==> config.mk <==
export PLATFORM = sky130hd
export DESIGN_NAME = alu_issue_stage
export DESIGN_NICKNAME = d
export VERILOG_FILES = /design/src/rtl/alu_issue_stage.sv
export SDC_FILE = /design/constraint.sdc
export NUM_CORES = 1
export LEC_CHECK = 0
export CORE_ASPECT_RATIO = 0.7
export CORE_MARGIN = 5
export CORE_UTILIZATION = 45
export DETAILED_ROUTE_END_ITERATION = 7
export HOLD_SLACK_MARGIN = 0.06
export PLACE_DENSITY = 0.68
export SLEW_MARGIN = 40
export SYNTH_ARGS = -nofsm -noshare
export SYNTH_HDL_FRONTEND = slang
export SYNTH_SLANG_ARGS = --single-unit
==> constraint.sdc <==
create_clock -name clk -period 3.62 [get_ports clk]
set_input_delay 0.905 -clock clk [delete_from_list [all_inputs] [get_ports clk]]
set_output_delay 0.905 -clock clk [all_outputs]
set_load 0.02 [all_outputs]
==> src/rtl/alu_issue_stage.sv <==
// rtl/alu_issue_stage.sv - command FIFO and result slot in front of a combinational ALU
// Optional feature macro: ALU_ISSUE_FWD_EN (A taken from the last result when the head entry has fwd set)
module alu_issue_stage #(
    parameter int WIDTH = 16,
    parameter int DEPTH = 4
) (
    input  logic                     clk,
    input  logic                     rst,
    input  logic                     in_valid,
    output logic                     in_ready,
    input  logic [WIDTH-1:0]         in_A,
    input  logic [WIDTH-1:0]         in_B,
    input  logic [3:0]               in_opcode,
    input  logic                     in_fwd,
    output logic [WIDTH-1:0]         A,
    output logic [WIDTH-1:0]         B,
    output logic [3:0]               opcode,
    input  logic [WIDTH-1:0]         alu_result,
    output logic                     out_valid,
    input  logic                     out_ready,
    output logic [WIDTH-1:0]         out_result,
    output logic [3:0]               out_opcode,
    output logic [$clog2(DEPTH):0]   occupancy
);
    localparam int PW = $clog2(DEPTH);
    localparam int CW = PW + 1;

    logic [WIDTH-1:0] r_mem_a  [DEPTH];
    logic [WIDTH-1:0] r_mem_b  [DEPTH];
    logic [3:0]       r_mem_op [DEPTH];

    logic [PW-1:0]    r_wr_ptr;
    logic [PW-1:0]    r_rd_ptr;
    logic [CW-1:0]    r_count;

    logic             r_out_valid;
    logic [WIDTH-1:0] r_out_result;
    logic [3:0]       r_out_opcode;

    logic             w_empty;
    logic             w_full;
    logic             w_push;
    logic             w_issue;

    assign w_empty = (r_count == '0);
    assign w_full  = (r_count == CW'(DEPTH));
    // in_ready looks only at registered occupancy: a pop in the same cycle does not open a slot
    assign w_push  = in_valid && !w_full;
    assign w_issue = !w_empty && (!r_out_valid || out_ready);

`ifdef ALU_ISSUE_FWD_EN
    logic             r_mem_fwd [DEPTH];
    logic [WIDTH-1:0] r_last_result;

    always_ff @(posedge clk) begin
        if (w_push) begin
            r_mem_fwd[r_wr_ptr] <= in_fwd;
        end
    end

    always_ff @(posedge clk or posedge rst) begin
        if (rst) begin
            r_last_result <= '0;
        end else if (w_issue) begin
            r_last_result <= alu_result;
        end
    end
`else
    logic w_unused_fwd;
    assign w_unused_fwd = in_fwd;
`endif

    always_ff @(posedge clk) begin
        if (w_push) begin
            r_mem_a[r_wr_ptr]  <= in_A;
            r_mem_b[r_wr_ptr]  <= in_B;
            r_mem_op[r_wr_ptr] <= in_opcode;
        end
    end

    always_ff @(posedge clk or posedge rst) begin
        if (rst) begin
            r_wr_ptr <= '0;
            r_rd_ptr <= '0;
            r_count  <= '0;
        end else begin
            if (w_push) begin
                r_wr_ptr <= r_wr_ptr + PW'(1);
            end
            if (w_issue) begin
                r_rd_ptr <= r_rd_ptr + PW'(1);
            end
            case ({w_push, w_issue})
                2'b10:   r_count <= r_count + CW'(1);
                2'b01:   r_count <= r_count - CW'(1);
                default: r_count <= r_count;
            endcase
        end
    end

    // Head drives the ALU directly; an empty FIFO presents zeros, never the live inputs
    always_comb begin
        A      = '0;
        B      = '0;
        opcode = '0;
        if (!w_empty) begin
            A      = r_mem_a[r_rd_ptr];
`ifdef ALU_ISSUE_FWD_EN
            if (r_mem_fwd[r_rd_ptr]) begin
                A = r_last_result;
            end
`endif
            B      = r_mem_b[r_rd_ptr];
            opcode = r_mem_op[r_rd_ptr];
        end
    end

    always_ff @(posedge clk or posedge rst) begin
        if (rst) begin
            r_out_valid  <= 1'b0;
            r_out_result <= '0;
            r_out_opcode <= '0;
        end else if (w_issue) begin
            r_out_valid  <= 1'b1;
            r_out_result <= alu_result;
            r_out_opcode <= r_mem_op[r_rd_ptr];
        end else if (r_out_valid && out_ready) begin
            r_out_valid  <= 1'b0;
        end
    end

    assign in_ready   = !w_full;
    assign out_valid  = r_out_valid;
    assign out_result = r_out_result;
    assign out_opcode = r_out_opcode;
    assign occupancy  = r_count;

endmodule

# Word-level counts from Yosys, hierarchy flattened
# Memories as Yosys holds them, arrays and structs flattened.
# Cells that the tools add are included.
# Widths: inputs -> output; s select.
[totals]
reg_bits = 28
mem_bits_rw = 144
inputBits = 57
out_inout_bits = 61
word_cells = 34
n_memories = 3
[memory_table]
columns = ["name", "depth", "word_bits", "rd", "rd_clocked_by_memory_dff", "wr", "line", "rtl"]
rows = [
  ["r_mem_a", 4, 16, 1, 0, 1, "28", "logic [WIDTH-1:0] r_mem_a [DEPTH];"],
  ["r_mem_b", 4, 16, 1, 0, 1, "29", "logic [WIDTH-1:0] r_mem_b [DEPTH];"],
  ["r_mem_op", 4, 4, 1, 0, 1, "30", "logic [3:0] r_mem_op [DEPTH];"],
]
[op_classes]
n_addsub = 4
n_eq_ne = 3
n_mux = 8
reduce_logical = 10
[op_table]
columns = ["cell", "count"]
rows = [
  ["$mux 16", 2],
  ["$pmux 3 s2", 1],
  ["$add 2x1->2 const B", 2],
  ["$mux 1", 4],
  ["$mux 4", 1],
  ["$reduce_bool 2->1", 2],
  ["$add 3x1->3 const B", 1],
  ["$eq 3x3->1 const B", 1],
  ["$logic_and 1x1->1", 3],
  ["$logic_not 1->1", 3],
  ["$logic_not 3->1", 1],
  ["$sub 3x1->3 const B", 1],
  ["$eq 2x1->1 const B", 1],
  ["$eq 2x2->1 const B", 1],
  ["$logic_or 1x1->1", 1],
]

# Depth between registers and ports, before layout
[logic_depth]
word_depth = 5
ltp_mapped = 9
ltp_nobuf = 9

# Worst setup path before layout
# OpenSTA, ideal clock, no wires.
[synth_timing]
path_type = "input port to flip-flop"
startpoint = "in out_ready"
endpoint = "reg r_count[2] (netlist: occupancy[2])"
setup_time_ns = 0.080
arrival_ns = 2.420
required_time_ns = 3.540
slack_ns = 1.120
path_stages = 9
n_path_buf = 1
cell_sequence = "nand2b_1 > nor2b_2 > buf_2 > ha_1 > inv_1 > fa_1 > xor2_1 > nor2_1 > xor2_1"
[synth_via]
elab_chain_cells = 4
word_cells_on_any_way = 6
classes_between = "eq/ne (2); mux (1); reduce/logical (3)"
[synth_lines]
columns = ["element", "line", "rtl"]
rows = [
  ["start, declared", "20", "input logic out_ready,"],
  ["$logic_or 1x1->1 *", "49", "assign w_issue = !w_empty && (!r_out_valid || out_ready);"],
  ["$logic_and 1x1->1 *", "49", ""],
  ["named net w_issue", "43", "logic w_issue;"],
  ["$eq 2x1->1 / $eq 2x2->1 (equally long branches)", "93", "case ({w_push, w_issue})"],
  ["$pmux 3 s2 / $reduce_bool 2->1 (equally long branches)", "n/a", ""],
  ["end signal, assigned", "94", "2'b10: r_count <= r_count + CW'(1);"],
  ["end signal, assigned", "95", "2'b01: r_count <= r_count - CW'(1);"],
  ["end signal, assigned", "96", "default: r_count <= r_count;"],
  ["end, declared", "34", "logic [CW-1:0] r_count;"],
]
# The timed path passes the listed nets; every way through them passes the cells marked *.
# A chain may end at the register's enable or synchronous reset.

# Worst setup path in the final report
[layout_timing]
startpoint = "reg r_rd_ptr[0]"
endpoint = "out A[2]"
[layout_via]
elab_chain_cells = 2
[layout_lines]
columns = ["element", "line", "rtl"]
rows = [
  ["start, declared", "33", "logic [PW-1:0] r_rd_ptr;"],
  ["start signal, assigned", "91", "r_rd_ptr <= r_rd_ptr + PW'(1);"],
  ["$mem_v2 4x16", "n/a", ""],
  ["$mux 16", "106", "if (!w_empty) begin"],
  ["end, declared", "15", "output logic [WIDTH-1:0] A,"],
]
# No other way between the ends.

==> reports/qor.tcl <==
set qor(leakage_nw) 3.00
set qor(worst_r2r_startpoint) {occupancy[0]}
set qor(die_area_sq_um) 17300
set qor(antenna_cells) 0
set qor(synth.lib_cells_used.distinct) 27
set qor(route.detailed.vias_per_inst) 5.00
set qor(finalInstanceArea_sq_um) 8620
set qor(timing_max_transition_violations_final) 0
set qor(first_pass_grt_wire_length_um) 19500
set qor(syn_std_cell_area_sq_um) 6650
set qor(ant_nets) 0
set qor(synth-seq-area-share_pct) 75.6
set qor(detailedRoute.firstIterationViolations) 124
set qor(cts.htree.levels) 4
set qor(cts.sink_count) 172
set qor(wl_um) 12400
set qor(post-cts-setup-buffer-count) 0
set qor(worst_pin_slew_ns) 0.627
set qor(critPathBufInv) 2
set qor(cell_internal_pwr_mw) 5.13
set qor(ir_drop_uv) 459
set qor(syn_area_per_cell_sq_um) 21.4
set qor(global_route.overflow_total) 0
set qor(share_of_final_layout_standard_cells_stronger_than_drive_strength_1_pct) 23.1
set qor(netSwitchingPower_mw) 2.45
set qor(fin_skew_ns) 0.00951
set qor(timing.critical_path.to_type) {primary output}
set qor(ys_seq_elements) 172
set qor(dp_hpwl_um) 7920
set qor(cts_hold_repair.buffers) 0
set qor(setup_repair_after_global_routing_missed_its_margin) {false}
set qor(cts_root_buffer) {sky130_fd_sc_hd__clkbuf_16}
set qor(floorplan.initialDensity_pct) 45.6
set qor(pwr-share-comb_pct) 41.1
set qor(clk_latency_ns) 0.41
set qor(synth_top_cell_area_share_pct) 65.0
set qor(min_period_over_period_pct) 92.0
set qor(critical_path_required_ns) 2.71
set qor(setup_ws_ns) 0.291
set qor(synth.net_count) 374
set qor(sequentialPowerShare_pct) 37.6
set qor(outcome) {finished, final reports clean}
set qor(area_growth_pct) 29.7
set qor(cp_cell_sequence) {buf_4 > mux4_2 > nor2b_1 > clkdlybuf4s50_1}
set qor(core_sq_um) 14600
set qor(worst_path_largest_cell_delay_ns) 0.57
set qor(timing_hold_violations_final) 0
set qor(mostFrequentLayoutCell) {sky130_fd_sc_hd__edfxtp_1}
set qor(critical_path_s_top_delay_family) {buffers and inverters}
set qor(relSlewSlack_pct) 58.2
set qor(synth.top_cells.by_area) {sky130_fd_sc_hd__edfxtp_1, sky130_fd_sc_hd__mux4_2, sky130_fd_sc_hd__dfrtp_1}
set qor(hold_path_end) {out_result[1]}
set qor(worst_flop_to_flop_path_endpoint) {occupancy[2]}
set qor(cts_buffers) 17
set qor(timing.critical_path.from_type) {register}
set qor(route.detailed.wl_per_inst_um) 18.9
set qor(drt_pre_antenna_iters) 4
set qor(power_switching_share_pct) 32.3
set qor(timing.hold.worst_path_depth) 1
set qor(place_congestion) 0.691
set qor(clock_path_buffers) 2
set qor(crit_arrival_ns) 2.42
set qor(die_height_um) 112
set qor(critPathSlowestCell) {sky130_fd_sc_hd__clkdlybuf4s50_1}
set qor(finalCriticalPeriod_ns) 3.33
set qor(drcViolationCount) 0
set qor(maximum_number_of_pins_on_one_net_before_global_route_repair) 40
set qor(placement_rows) 37
set qor(grt_use_total_pct) 14.8
set qor(preCtsSetupSlack_ns) 0.690
set qor(criticalPathCategory) {register to primary output}
set qor(path_clk_slew_ns) 0.07
set qor(most-common-layout-cells) {sky130_fd_sc_hd__edfxtp_1, sky130_fd_sc_hd__clkdlybuf4s50_1, sky130_fd_sc_hd__mux4_2, sky130_fd_sc_hd__nor2b_1, sky130_fd_sc_hd__dfrtp_1}
set qor(post-layout-total-power_mw) 7.57
set qor(worstRegToRegCells) 9
set qor(finalNetCount) 509
set qor(number_of_global_route_vias_before_repair) 3639
set qor(clock_power_share_pct) 21.4
set qor(initial_antenna_violation_count) 0
set qor(dr_total_vias) 3268
set qor(ioPinCount) 118
set qor(timing.max_cap.violations) 0
set qor(hold_path_class) {register to register}
set qor(max_clock_freq_mhz) 300
set qor(yosysTopAreaCell) {sky130_fd_sc_hd__edfxtp_1}
set qor(ys_warns) 0
set qor(detailed_place.area_sq_um) 8100
set qor(cts_tree) {done}
set qor(p_per_area_nw_per_um2) 879
set qor(hold_ws_ns) 0.489
set qor(fin_tns_setup_ns) 0
set qor(setup.reg_to_reg.worst_slack_ns) 1.34
set qor(crit_cells) 4
set qor(synthesis.instances) 311
set qor(timing.hold.worst.start) {out_result[1]}
set qor(port_buffers) 116
set qor(critical_path.max_fanout) 19
set qor(cts_resized) 0
set qor(die_width_um) 155
set qor(final-setup-viol-count) 0
worst max-delay path by stage:
| stage | from | to | slack (ns) |
|---|---|---|---|
| 4_1_cts | r_rd_ptr[0] | A[6] | 0.23 |
| 2_1_floorplan | out_ready | occupancy[2] | 1.12 |
| 5_1_grt | r_rd_ptr[0] | A[8] | 0.16 |
| 6_report | r_rd_ptr[0] | A[2] | 0.29 |
| 3_5_place_dp | r_rd_ptr[0] | A[6] | 0.69 |
| 3_3_place_gp | r_rd_ptr[0] | A[6] | 0.70 |
cells in the mapped netlist (all sizes together):
cell type  number
edfxtp        144
nor2            1
nor3            1
and3            4
nand2           1
or3b            1
ha              5
xor2            4
buf            13
mux2           21
nor2b          37
clkbuf          1
and3b           1
dfrtp          28
and2            1
mux4           36
fa              1
xnor2           2
nand2b          1
inv             7
mux2i           1
kinds of logic after synthesis:
logic type	count (synthesis)	synth area share [%]
xor gates and xnor gates	6	0.791
adders and majority gates	6	1.24
buffers and inverters	21	1.73
DFF	172	75.6
muxes	58	16.0
and+or+nand+nor	48	4.69
metrics by stage:
stage	util (%)	instances
after floorplan	-	311
after global placement	55.5	622
after detailed placement	55.5	622
after CTS	59.1	654
after global routing	59.1	654
final	59.1	654
sequential cells by signal, indices dropped and copies added (netlist names):
signal and flops:
r_mem_a 64, out_opcode 4, r_mem_b 64, out_result 16
r_mem_op 16, r_wr_ptr 2, r_rd_ptr 2, occupancy 3
out_valid 1
layer usage:
layer / track usage (%) / vias up / wire (um)
met3: 4.62 / 11 / 806
met1: 18.7 / 1674 / 5200
met2: 24.7 / 91 / 6230
met4: 4.43 / 0 / 109
met5: 0 / - / 0
li1: - / 1492 / -
layout make-up:
| cell class | instances | area, sq um |
|---|---|---|
| Clock buffer | 21 | 440 |
| Fill cell | 1119 | 5960 |
| Sequential cell | 172 | 5030 |
| Clock inverter | 11 | 85.1 |
| Timing Repair Buffer | 130 | 1280 |
| Inverter | 7 | 26.3 |
| Multi-Input combinational cell | 118 | 1520 |
| Tap cell | 195 | 244 |
power groups by stage:
stage | Clock (mW) | Sequential, mW | Combinational (mW)
global placement | 0 | 2.87 | 3.15
detailed placement | 0 | 2.89 | 3.17
CTS | 1.67 | 2.85 | 3.19
floorplan | 0 | 2.96 | 1.76
global route | 1.75 | 2.90 | 3.34
finish | 1.62 | 2.85 | 3.11
(Power assumes the default switching activity.)
